[config.mk]
export PLATFORM = sky130hd
export DESIGN_NAME = fetch_unit
export DESIGN_NICKNAME = d
export VERILOG_FILES = /design/src/rtl/fetch_unit.sv
export SDC_FILE = /design/constraint.sdc
export NUM_CORES = 1
export LEC_CHECK = 0
export CORE_AREA = 2 2 141 115
export DETAILED_ROUTE_END_ITERATION = 16
export DIE_AREA = 0 0 143 117
export PLACE_DENSITY = 0.79
export SLEW_MARGIN = 20
export SYNTH_ARGS = -nofsm -noshare
export SYNTH_HDL_FRONTEND = slang
export SYNTH_SLANG_ARGS = --single-unit
export TNS_END_PERCENT = 5
[constraint.sdc]
create_clock -name clk_i -period 7.3 [get_ports clk_i]
set_input_delay 1.095 -clock clk_i [delete_from_list [all_inputs] [get_ports clk_i]]
set_output_delay 1.095 -clock clk_i [all_outputs]
set_load 0.02 [all_outputs]
[src/rtl/fetch_unit.sv]
// Instruction fetch front end: issues sequential word fetches on the imem request/grant/response
// interface, buffers returned words in an in-order FIFO and hands {instr, pc} to the decoder.
module fetch_unit #(
    parameter logic [31:0] RESET_PC = 32'h0000_0000,
    parameter int unsigned DEPTH    = 2
) (
    input  logic        clk_i,
    input  logic        rst_i,
    output logic        imem_req_o,
    output logic [31:0] imem_addr_o,
    input  logic        imem_gnt_i,
    input  logic        imem_rvalid_i,
    input  logic [31:0] imem_rdata_i,
    output logic        instr_valid_o,
    output logic [31:0] instr_o,
    output logic [31:0] pc_o,
    input  logic        instr_ready_i,
    input  logic        redirect_i,
    input  logic [31:0] redirect_pc_i
);

    localparam int unsigned PW = $clog2(DEPTH);
    localparam int unsigned CW = PW + 1;

    typedef logic [CW-1:0] cnt_t;
    typedef logic [PW-1:0] ptr_t;

    localparam cnt_t DepthCnt = cnt_t'(DEPTH);

    logic [31:0] fetch_pc_q, fetch_pc_d;
    cnt_t        fifo_cnt_q, fifo_cnt_d;
    cnt_t        pending_q, pending_d;
    cnt_t        stale_q, stale_d;
    ptr_t        wptr_q, wptr_d;
    ptr_t        rptr_q, rptr_d;

    logic [31:0] instr_mem_q [DEPTH];
    logic [31:0] pc_mem_q    [DEPTH];

    logic        grant;
    logic        push;
    logic        pop;
    logic [CW:0] slots_used;
    logic [31:0] resp_pc;
    logic        unused_redirect_lsb;

    assign unused_redirect_lsb = ^redirect_pc_i[1:0];

    assign instr_valid_o = (fifo_cnt_q != '0) && !redirect_i;
    assign instr_o       = instr_valid_o ? instr_mem_q[rptr_q] : 32'h0;
    assign pc_o          = instr_valid_o ? pc_mem_q[rptr_q] : 32'h0;
    assign pop           = instr_valid_o && instr_ready_i;

    // A slot freed by this cycle's pop is reusable at once; this is what keeps a
    // zero-wait memory streaming one word per cycle with only DEPTH entries.
    assign slots_used = {1'b0, fifo_cnt_q} + {1'b0, pending_q} - {{CW{1'b0}}, pop};

    assign imem_req_o  = !rst_i && !redirect_i && (slots_used < {1'b0, DepthCnt});
    assign imem_addr_o = fetch_pc_q;
    assign grant       = imem_req_o && imem_gnt_i;

    // Only meaningful when nothing stale is outstanding: every pending request then
    // belongs to the current sequential run ending at fetch_pc_q.
    assign resp_pc = fetch_pc_q - {{(30 - CW){1'b0}}, pending_q, 2'b00};
    assign push    = imem_rvalid_i && (stale_q == '0) && !redirect_i;

    always_comb begin
        fetch_pc_d = fetch_pc_q;
        fifo_cnt_d = fifo_cnt_q;
        pending_d  = pending_q;
        stale_d    = stale_q;
        wptr_d     = wptr_q;
        rptr_d     = rptr_q;

        if (redirect_i) begin
            fetch_pc_d = {redirect_pc_i[31:2], 2'b00};
            fifo_cnt_d = '0;
            wptr_d     = '0;
            rptr_d     = '0;
            pending_d  = pending_q - cnt_t'(imem_rvalid_i);
            stale_d    = pending_q - cnt_t'(imem_rvalid_i);
        end else begin
            if (grant) begin
                fetch_pc_d = fetch_pc_q + 32'd4;
            end
            pending_d = pending_q + cnt_t'(grant) - cnt_t'(imem_rvalid_i);
            if (imem_rvalid_i && (stale_q != '0)) begin
                stale_d = stale_q - cnt_t'(1);
            end
            if (push) begin
                wptr_d = wptr_q + ptr_t'(1);
            end
            if (pop) begin
                rptr_d = rptr_q + ptr_t'(1);
            end
            fifo_cnt_d = fifo_cnt_q + cnt_t'(push) - cnt_t'(pop);
        end
    end

    always_ff @(posedge clk_i) begin
        if (rst_i) begin
            fetch_pc_q <= RESET_PC;
            fifo_cnt_q <= '0;
            pending_q  <= '0;
            stale_q    <= '0;
            wptr_q     <= '0;
            rptr_q     <= '0;
        end else begin
            fetch_pc_q <= fetch_pc_d;
            fifo_cnt_q <= fifo_cnt_d;
            pending_q  <= pending_d;
            stale_q    <= stale_d;
            wptr_q     <= wptr_d;
            rptr_q     <= rptr_d;
        end
    end

    always_ff @(posedge clk_i) begin
        if (push) begin
            instr_mem_q[wptr_q] <= imem_rdata_i;
            pc_mem_q[wptr_q]    <= resp_pc;
        end
    end

    always_ff @(posedge clk_i) begin
        if (!rst_i) begin
            assert (!(push && !pop && (fifo_cnt_q == DepthCnt)));
            assert (!(imem_rvalid_i && (pending_q == '0)));
        end
    end

endmodule

==> metrics <==
status finished clean; postcts setup bufs 0; post-synthesis sequential area ratio between 50% and 60%; Root Driver clkbuf_16; GR Util All Layers between 20% and 30%; worst path cell trace clkdlybuf4s50_1 -> clkinv_1 -> o21ai_4 -> inv_1 -> nand2_1 -> nor2_1 -> fa_1 -> xor2_1 -> and3_1 -> clkdlybuf4s50_1; Mapped Area between 0.007 and 0.008 mm2; worst slack, placed slightly above 2000 ps; H-tree depth 4; routing usage on met3 around 6.1%; Slew HR 26.9%; Syn Inst Count about 660; CP Launch Point redirect_i; clk sinks 163; Max Cap Viol 0; hold_buf cts 0; I/O Buffers between 150 and 200; WP data arrival roughly 4000 ps; global-route wire length before repair ~28 mm; layout cells sized above 1 roughly 6.7%; R2R Path Start pending_q[1]; slowest stage cell on the critical path clkdlybuf4s50_1; CP Launch Type primary input; CP required 6200 ps; WL/cell 17.7 um; DR pass1 iterations 5; Least-Margin Pin Slew approximately 1100 ps; height of the chip 117 um; met1 Usage GRT 27.8%; hold slack approximately 570 ps; Setup crit end imem_req_o; final setup margin 2220 ps; clock latency at the later pin of the worst-skew pair 420 ps; pwr dens between 200 and 250 mW/mm2; count of final max-slew check failures 0; RSZ-0062 raised after global routing false; CTS tree done; number of synthesized flops with an enable pin approximately 120; critical path's top delay family buffers and inverters; FF-to-FF End pending_q[1]; CP bufs+invs 4; post-synth top area cell edfxtp_1; worst-path fanout max 15; Post-CTS Resized 0; final hold vios 0; synth-to-layout area growth 31.2%; core region area between 0.015 and 0.02 mm2; Final Non-Filler Cells 1,022; most common cell after layout, fill and taps aside clkdlybuf4s50_1; Routed Antenna Nets 0; CP most frequent cell clkdlybuf4s50_1; DP HPWL between 10 and 15 mm; Starting Density between 40% and 50%; setup violators final 0; Main synth FF type edfxtp_1; routability cong. ~0.85; global route hottest layer met2; cell depth of the worst setup path 10; flop2flop setup slack roughly 3600 ps; Clock Pin Slew Worst Setup and Hold Paths 60 ps; CTS max path bufs 2; post-synth top area share between 40% and 50%; Routed WL between 15 and 20 mm; syn_area_per_cell ~12 um2; static leakage roughly 3.4 nW; largest net degree at the start of global routing 63; # IOs ~170; DRC 0; area of the die ~0.017 mm2; skew final between 6 and 7 ps; period utilization between 60% and 70%; Seq cells post-synth between 150 and 200; Hold Crit Class reg -> reg; post-route setup TNS 0 ps; minimum clock period ~5100 ps; grt total ovfl 0; most frequent cells in the layout clkdlybuf4s50_1, edfxtp_1, nor2_1; via count approximately 5,600; antenna violations before repair 0; leading post-synthesis cells by cell area edfxtp_1, dfxtp_1, mux2i_1; Max Clk Rate between 150 and 200 MHz; Avg Vias per Cell ~5.4; CP Capture Type primary output; GR Util met2 36.6%; Unique masters post-synth 57; # rows roughly 40; ys async rst share 0%; ant diodes 0; peak supply drop ~0.16 mV; dpl cells 990; CTS Buf Count 17; Final Net Count 875; DRT iter0 DRCs around 390; CP Class in -> out; die extent in x 143 um; vias in the first global route about 5,400; Syn. warnings 0; Tot Pwr 2.36 mW; Slowest Stage Delay on Critical Path 610 ps; R2R depth 13
[cell usage after synthesis, types with 3 or more instances]
cell	n
nand4_1	7
o211ai_1	5
and3_1	9
buf_2	11
buf_1	3
clkbuf_1	31
nand3_1	17
a31oi_1	11
xnor2_1	21
xor2_1	25
nor2_1	89
ha_1	9
nand2b_1	5
dfxtp_1	39
and4_1	4
buf_4	6
nand2_1	33
nor3_1	19
o21ai_0	11
a22oi_1	7
a211oi_1	6
nor4_1	10
a21oi_1	15
or4_1	5
mux2i_1	64
inv_1	15
and2_1	8
or3_1	8
o22ai_1	5
or4_4	4
edfxtp_1	124
[stage by stage]
stage	cell area (um2)	utilization (%)
floorplan	7680	-
finish	10100	65.2
global placement	9400	60.9
detailed placement	9400	60.9
CTS	10100	65.2
global route	10100	65.2
[worst reg2reg max path: stages (launching register included)]
cell and delay (ps):
dfxtp_1 460, inv_1 130, ha_1 320, fa_1 490, and4bb_1 250, and2_1 180, inv_1 620, ha_1 370
inv_1 60, ha_1 150, xnor2_1 70, o21ai_0 210, xnor2_1 150, nor2_1 80
[logic make-up (layout without fill, tap and decap cells)]
| group | after synthesis | count (layout) | synth area share, % |
|---|---|---|---|
| AND/OR/NAND/NOR | 233 | 233 | 15.8 |
| flip-flops | 163 | 163 | 58.7 |
| AO/OA/AOI/OAI | 69 | 69 | 5.82 |
| buffers and inverters | 69 | 217 | 3.96 |
| multiplexers | 64 | 64 | 8.35 |
| XOR/XNOR | 46 | 46 | 5.25 |
| adder cells (fa/ha/maj) | 11 | 11 | 1.99 |
| other | 1 | 4 | 0.0489 |
[where the power goes]
| part | switching, mW | internal (mW) |
|---|---|---|
| clock | 0.356 | 0.642 |
| combinational | 0.146 | 0.125 |
| sequential | 0.0409 | 1.05 |
[per-layer routing]
metal / vias up / routed length [um]
li1: 2651 / -
met1: 2657 / 7680
met2: 217 / 8660
met3: 31 / 1390
met4: 0 / 405
met5: - / 0
[final cells by class]
class | count | area [um2]
Fill cell | 1154 | 5380
Timing Repair Buffer | 169 | 1670
Clock buffer | 19 | 433
Clock inverter | 13 | 230
Multi-Input combinational cell | 427 | 2890
Tap cell | 215 | 269
Inverter | 16 | 60.1
Sequential cell | 163 | 4510
[worst min-delay path by stage]
stage | startpoint | endpoint | slack [ps] | cells after the start
floorplan | rptr_q | flip-flop | 520 | 2
CTS | rptr_q | rptr_q | 580 | 2
global route | rptr_q | rptr_q | 600 | 2
detailed placement | rptr_q | rptr_q | 560 | 2
global placement | rptr_q | flip-flop | 540 | 2
finish | rptr_q | rptr_q | 570 | 2
[flip-flops by register name (all words and copies together) (netlist names), named ones only]
register / cells
fifo_cnt_q: 2
imem_addr_o: 30
instr_mem_q: 64
pc_mem_q: 60
pending_q: 2
rptr_q: 1
stale_q: 2
wptr_q: 1
Power figures use the tool's default switching activity.
